File: src/rtl/to_upper.sv
// Streaming ASCII case converter: one registered stage with valid/ready
// flow control, selectable case mode and a saturating count of changed bytes.
module to_upper #(
    parameter int CNT_W = 16
) (
    input  logic             clk,
    input  logic             rst_n,
    input  logic             in_valid,
    output logic             in_ready,
    input  logic [7:0]       in_char,
    input  logic [1:0]       mode,
    output logic             out_valid,
    input  logic             out_ready,
    output logic [7:0]       out_char,
    output logic [CNT_W-1:0] conv_count,
    input  logic             clr_count
);

    typedef enum logic [1:0] {
        MODE_UPPER  = 2'b00,
        MODE_LOWER  = 2'b01,
        MODE_PASS   = 2'b10,
        MODE_TOGGLE = 2'b11
    } mode_e;

    logic             out_valid_q, out_valid_d;
    logic [7:0]       out_char_q, out_char_d;
    logic [CNT_W-1:0] count_q, count_d;

    logic       accept;
    logic       is_lower;
    logic       is_upper;
    logic [7:0] conv_char;
    logic       changed;

    assign in_ready = !out_valid_q || out_ready;
    assign accept   = in_valid && in_ready;

    assign is_lower = (in_char >= 8'd97) && (in_char <= 8'd122);
    assign is_upper = (in_char >= 8'd65) && (in_char <= 8'd90);

    // Case flips only ever touch bit 5, so bytes >= 128 keep bit 7 intact.
    always_comb begin
        conv_char = in_char;
        case (mode_e'(mode))
            MODE_UPPER:  if (is_lower) conv_char = in_char - 8'd32;
            MODE_LOWER:  if (is_upper) conv_char = in_char + 8'd32;
            MODE_PASS:   conv_char = in_char;
            MODE_TOGGLE: begin
                if (is_lower)      conv_char = in_char - 8'd32;
                else if (is_upper) conv_char = in_char + 8'd32;
            end
            default:     conv_char = in_char;
        endcase
    end

    assign changed = (conv_char != in_char);

    always_comb begin
        out_valid_d = out_valid_q;
        out_char_d  = out_char_q;
        count_d     = count_q;

        if (accept) begin
            out_valid_d = 1'b1;
            out_char_d  = conv_char;
        end else if (out_ready) begin
            out_valid_d = 1'b0;
        end

        // Clear takes priority over a same-cycle increment.
        if (clr_count) begin
            count_d = '0;
        end else if (accept && changed && !(&count_q)) begin
            count_d = count_q + CNT_W'(1);
        end
    end

    always_ff @(posedge clk or negedge rst_n) begin
        if (!rst_n) begin
            out_valid_q <= 1'b0;
            out_char_q  <= 8'h00;
            count_q     <= '0;
        end else begin
            out_valid_q <= out_valid_d;
            out_char_q  <= out_char_d;
            count_q     <= count_d;
        end
    end

    assign out_valid  = out_valid_q;
    assign out_char   = out_char_q;
    assign conv_count = count_q;

endmodule

File: config.mk
export PLATFORM = sky130hd
export DESIGN_NAME = to_upper
export DESIGN_NICKNAME = d
export VERILOG_FILES = /design/src/rtl/to_upper.sv
export SDC_FILE = /design/constraint.sdc
export NUM_CORES = 1
export LEC_CHECK = 0
export CORE_UTILIZATION = 40
export DETAILED_ROUTE_END_ITERATION = 10
export PLACE_DENSITY = 0.68
export REMOVE_ABC_BUFFERS = 1
export SYNTH_ARGS = -nofsm -noshare
export SYNTH_HDL_FRONTEND = slang
export SYNTH_SLANG_ARGS = --single-unit
export TNS_END_PERCENT = 5
File: constraint.sdc
create_clock -name clk -period 3.05 [get_ports clk]
set_clock_uncertainty 0.15 [all_clocks]
set_input_delay 0.305 -clock clk [delete_from_list [all_inputs] [get_ports clk]]
set_output_delay 0.305 -clock clk [all_outputs]
set_load 0.03 [all_outputs]
==> results of run 1 <==
-- synthesized netlist by cell type, types with 2 or more instances --
| library cell | n | share of area (%) |
|---|---|---|
| mux2_1 | 7 | 5.3 |
| nand2b_1 | 5 | 2.1 |
| nand3_1 | 5 | 1.7 |
| mux2_4 | 2 | 2.0 |
| a311oi_1 | 2 | 1.2 |
| a32oi_1 | 2 | 1.2 |
| nand4_1 | 9 | 3.8 |
| nand2_1 | 5 | 1.3 |
| and3_1 | 5 | 2.1 |
| a31o_1 | 3 | 1.8 |
| nor2_1 | 17 | 4.3 |
| nor2b_1 | 10 | 4.2 |
| a21oi_1 | 7 | 2.4 |
| mux2_2 | 5 | 3.8 |
| clkbuf_1 | 5 | 1.3 |
| inv_1 | 5 | 1.3 |
| or3_1 | 2 | 0.84 |
| ha_1 | 4 | 3.4 |
| dfrtp_1 | 25 | 42 |
| xnor2_1 | 4 | 2.4 |
-- critical path, stage by stage --
cell	delay, ps
clkdlybuf4s50_1	600
ha_1	190
nand4_1	90
o32ai_1	370
nand4_2	200
a211oi_4	230
buf_4	230
nand3_1	140
mux2_4	320
-- logic make-up (layout without fill, tap and decap cells) --
group | count (synthesis) | after routing | share of synthesized area, %
flip-flops | 25 | 25 | 42.1
buffers and inverters | 11 | 56 | 3.28
adder cells (fa/ha/maj) | 4 | 4 | 3.36
multiplexers | 15 | 15 | 11.8
AO/OA/AOI/OAI | 24 | 24 | 13.7
AND/OR/NAND/NOR | 63 | 63 | 23.5
XOR/XNOR | 4 | 4 | 2.35
-- cell usage in the layout (no fill, tap or decap), types with 2 or more instances in the layout --
| master | Yosys | layout |
|---|---|---|
| xnor2_1 | 4 | 4 |
| clkbuf_8 | 0 | 3 |
| nand2b_1 | 5 | 5 |
| or3_1 | 2 | 2 |
| nand4_1 | 9 | 9 |
| clkdlybuf4s50_1 | 0 | 40 |
| nand3_1 | 5 | 5 |
| and3_1 | 5 | 5 |
| a311oi_1 | 2 | 2 |
| nor2_1 | 17 | 17 |
| nand2_1 | 5 | 5 |
| mux2_1 | 7 | 7 |
| dfrtp_1 | 25 | 25 |
| mux2_2 | 5 | 5 |
| nor2b_1 | 10 | 10 |
| a32oi_1 | 2 | 2 |
| a21oi_1 | 7 | 7 |
| a31o_1 | 3 | 3 |
| inv_1 | 5 | 5 |
| ha_1 | 4 | 4 |
| mux2_4 | 2 | 2 |
| buf_4 | 0 | 7 |
-- metal layers --
metal	track usage [%]	routed length [um]	vias to the layer above	share of wire, %
met1	22.3	1490	620	46
met2	30.6	1540	32	48
met3	3.28	141	5	4.4
li1	-	-	619	-
met4	6.98	51	0	1.6
met5	0	0	-	0
-- worst paths after layout --
path	from	to	slack [ps]	cells past startpoint
max	in_char[6]	conv_count[13]	390	9
max reg2reg	conv_count[0]	conv_count[13]	580	7
min in group clk	out_char[7]	out_char[7]	350	2
min	rst_n	out_char[2]	250	2
min reg2reg	out_char[7]	out_char[7]	350	2
max in group asynchronous	rst_n	conv_count[13]	2250	2
-- metrics by stage --
stage          cells  area (um^2)  power, mW  utilization (%)  hold WS (ps)
2_1_floorplan    140         1460      0.446                -          -141
3_3_place_gp     233         1970      0.533             57.2           327
3_5_place_dp     233         1970      0.536             57.2           333
4_1_cts          237         2010      0.733             58.5           264
5_1_grt          237         2010      0.758             58.5           281
6_report         237         2010      0.724             58.5           248
-- final cells by class --
class | instances | share of cell area [%]
flip-flops and latches | 25 | 31.1
clock buffers | 4 | 2.24
inverters | 5 | 0.932
well taps | 46 | 2.86
multi-input cells | 110 | 40.4
repair buffers | 47 | 22.5
-- power breakdown --
part	switching (mW)	total (mW)	leakage (nW)	internal [mW]
Combinational	0.0920	0.169	0.504	0.0774
Clock	0.102	0.196	0.0228	0.0936
Sequential	0.00969	0.358	0.330	0.349
Total	0.204	0.724	0.856	0.520
-- flip-flops by register name, indices dropped and copies added (netlist names) --
signal      count
conv_count     16
out_char        8
out_valid       1
==> results.ini, run 1 <==
[global_route]
grt_pass1_wl_mm = 5.66
grt_usage_pct = 18.0
grt_pass1_vias = 1256
grt_max_degree = 26
antenna_found_initial = 0
grt-ovfl-total = 0

[die]
dieArea_um2 = 3970
io_pins = 41
core_area_um2 = 3440
die_h_um = 63.0
dieWidth_um = 63.0
rows = 21
start_util_pct = 43.2

[clock_network]
cts.clk_slew.worst_paths_ps = 80
h-tree-depth = 1
clk_latency_ps = 270
clockBufferDepth = 2
ctsHoldBuffers = 0
ctsResizeCount = 0
cts_root_buf = clkbuf_8
cts.sinks = 25
cts_tree = built
cts_buffers = 3
cts_setup_buffers = 0

[yosys]
synth_cells = 146
synthFlopType = dfrtp_1
syn_avg_cell_area_um2 = 10.2
synth_cell_types = 37
netlist_area_um2 = 1490
ys_seq_area_share_pct = 42.1
ys_warn_count = 0
synth-seq-cells = 25
synth-edff-count = 0
synthArstFlopShare_pct = 100

[finish]
drive_above_1_share_pct = 12.0
multi_input_area_um2 = 813
regArea_um2 = 626
fillers = 315
finalNetCount = 211
antennaDiodeCount = 0
syn2layout_area_growth_pct = 35.3

[pwr]
powerDensity_nw_per_um2 = 359
ir_worst_vdd_v = 0.000161
total_leakage_power_nw = 0.856

[timing]
rsz0062_at_grt = false
tns_ps = 0
finalSetupViolCount = 0
final_hold_viol_count = 0
final-max-slew-violation-count = 0
max_freq_mhz = 376
finalCriticalPeriod_ps = 2660
period_share_pct = 87.1
worst_slack_ps = 393
timing.slew.headroom_pct = 48.4
tightest_slew_ps = 772

[drt]
vias = 1276
ant_nets = 0
dr.pass1.iters = 4
vias_per_cell = 5.38
wl_per_cell_um = 13.6
drt-initial-drc-count = 90
wl_mm = 3.23
drc_errors = 0

[critical_path]
worstSetupEndpointType = flip-flop
path_class = input pin to flip-flop
crit_path_start_kind = input pin
worst_ep_required_time_ps = 3060
crit_fanout = 15
cp.arrival_ps = 2670

[placement]
port_buffers = 40
hpwl_mm = 2.36
routabilityCongestion = 0.823
place_ws_ps = 145

[run]
cap_violations = 0

[status]
status = complete, no violations

[min_path]
hp-class = input pin to asynchronous set/reset pin

Note: power is estimated with default switching activity, not from simulation.
==> run 2, diff against run 1 <==
--- a/config.mk
+++ b/config.mk
@@ -5,6 +5,7 @@
 export SDC_FILE = /design/constraint.sdc
 export NUM_CORES = 1
 export LEC_CHECK = 0
+export CORE_ASPECT_RATIO = 2
 export CORE_UTILIZATION = 40
 export DETAILED_ROUTE_END_ITERATION = 10
 export PLACE_DENSITY = 0.68
==> run 2 against run 1 <==
Wire length rose by 7.8%. Clock power fell by 3%. Non-clock buffer count rose by 2. Critical endpoint is now conv_count[6]. Largest cell class unchanged.
==> results.ini, run 2 (synthesis gave the netlist of run 1 again) <==
[status]
status = complete, no violations

[critical_path]
cp_common_cell = nand4_1
worstSetupEndpointType = flip-flop
worst_ep_required_time_ps = 3050  ; about the same
crit_path_start_kind = input pin
cp.arrival_ps = 2730  ; +60 ps
worstPathCellList = clkdlybuf4s50_1, ha_1, nand4_1, o32ai_1, nand4_2, a211oi_4, buf_12, nand4_1, mux2_1
crit_slowest_cell = clkdlybuf4s50_1
crit_fanout = 17  ; +2
crit_family = buffers and inverters
path_buf_inv = 2  ; unchanged
slowest_delay_ps = 530  ; -70 ps
path_class = input pin to flip-flop

[global_route]
grt_max_degree = 26  ; unchanged
grt_pass1_vias = 1420  ; +13%
antenna_found_initial = 0  ; unchanged
grt_usage_pct = 19.5  ; +1.4 points
grt-ovfl-total = 0  ; unchanged
grt_pass1_wl_mm = 5.80  ; +2.3%

[timing]
tns_ps = 0  ; unchanged
finalCriticalPeriod_ps = 2730  ; +75.6 ps
tightest_slew_ps = 781  ; +8.94 ps
max_freq_mhz = 366  ; -2.8%
final_hold_viol_count = 0  ; unchanged
timing.slew.headroom_pct = 47.8  ; -0.60 points
final-max-slew-violation-count = 0  ; unchanged
finalSetupViolCount = 0  ; unchanged
rsz0062_at_grt = false
period_share_pct = 89.6  ; +2.5 points

[drt]
wl_mm = 3.48  ; +7.8%
vias_per_cell = 5.38  ; about the same
drc_errors = 0  ; unchanged
ant_nets = 0  ; unchanged
wl_per_cell_um = 14.4  ; +5.6%
dr.pass1.iters = 4  ; unchanged
drt-initial-drc-count = 28  ; -69%
vias = 1303  ; +2.1%

[pwr]
intPower_mw = 0.523  ; +0.61%
ir_worst_vdd_v = 0.000270  ; +68%
combPwrFrac_pct = 24.2  ; +0.8 points
power_switching_mw = 0.202  ; -0.87%
total_leakage_power_nw = 0.869  ; +1.5%
p_seq_share_pct = 49.4  ; about the same
p_total_mw = 0.725  ; +0.20%
switching_share_pct = 27.9  ; -0.30 points
powerDensity_nw_per_um2 = 355  ; -1.3%
p_clk_share_pct = 26.3  ; -0.8 points

[die]
dieArea_um2 = 3980  ; +0.38%
dieWidth_um = 45.1  ; -28%
io_pins = 41  ; unchanged
rows = 31  ; +48%
die_h_um = 88.2  ; +40%
start_util_pct = 41.7  ; -1.5 points
core_area_um2 = 3570  ; +3.7%

[placement]
dp_cells = 238  ; +2.1%
routabilityCongestion = 0.828  ; +0.58%
place_area_um2 = 2000  ; +1.6%
hpwl_mm = 2.77  ; +18%
port_buffers = 40  ; unchanged

[finish]
finalNetCount = 213  ; +0.95%
final_cell_mix = clkdlybuf4s50_1, dfrtp_1, nor2_1
fin_util_pct = 57.3  ; -1.2 points
layout_commonest_cell = clkdlybuf4s50_1
largest_reg_flops = 16  ; unchanged
fin_cells = 242  ; +2.1%
drive_above_1_share_pct = 13.0  ; +0.91 points
antennaDiodeCount = 0  ; unchanged
syn2layout_area_growth_pct = 37.4
post-route-cell-area_um2 = 2040  ; +1.6%

[clock_network]
ctsResizeCount = 0  ; unchanged
cts_setup_buffers = 0  ; unchanged
clockBufferDepth = 2  ; unchanged
h-tree-depth = 1  ; unchanged
cts.clk_slew.worst_paths_ps = 90  ; about the same
clk_latency_ps = 260  ; about the same
cts_root_buf = clkbuf_8
cts.sinks = 25  ; unchanged
cts_buffers = 3  ; unchanged
ctsHoldBuffers = 0  ; unchanged
cts_tree = built

[run]
cap_violations = 0  ; unchanged

[min_path]
hp-class = input pin to asynchronous set/reset pin

-- run 2: changes by cell type in the layout (fill, tap and decap cells not counted), sizes merged --
cell  delta
buf      +2
-- run 2: stage by stage --
| stage | setup WS [ps] | hold WS, ps |
|---|---|---|
| after detailed placement | 73.6 | 321 |
| after floorplan | 390 | -141 |
| final | 317 | 253 |
| after global routing | 261 | 298 |
| after CTS | 339 | 273 |
| after global placement | 190 | 325 |
-- run 2: path summary, 6_finish.rpt --
| check | start | to | slack, ps | cells after the start |
|---|---|---|---|---|
| max | in_char[6] | conv_count[6] | 320 | 9 |
| min | rst_n | out_char[0] | 250 | 2 |
| max reg2reg | conv_count[0] | conv_count[6] | 590 | 7 |
| min in group clk | out_char[7] | out_char[7] | 340 | 2 |
| min reg2reg | out_char[7] | out_char[7] | 340 | 2 |
| max in group asynchronous | rst_n | conv_count[14] | 2240 | 2 |
-- run 2: per-layer routing --
metal	track usage (%)	vias up	part of all wire [%]
li1	-	628	-
met1	18.7	644	36
met2	38.1	27	60
met3	1.43	4	2.9
met4	10.2	0	1.1
met5	0	-	0
-- run 2: layout make-up --
cell class              count  area (um^2)
clock buffers               4         45.0
flip-flops and latches     25          626
multi-input cells         110          813
inverters                   5         18.8
repair buffers             49          480
well taps                  49         61.3
fillers                   341         1520
-- run 2: power groups by stage --
stage | Clock (mW) | Combinational, mW | Sequential, mW
2_1_floorplan | 0 | 0.0463 | 0.400
3_3_place_gp | 0 | 0.175 | 0.364
3_5_place_dp | 0 | 0.177 | 0.365
4_1_cts | 0.197 | 0.178 | 0.359
5_1_grt | 0.208 | 0.189 | 0.360
6_report | 0.191 | 0.176 | 0.358
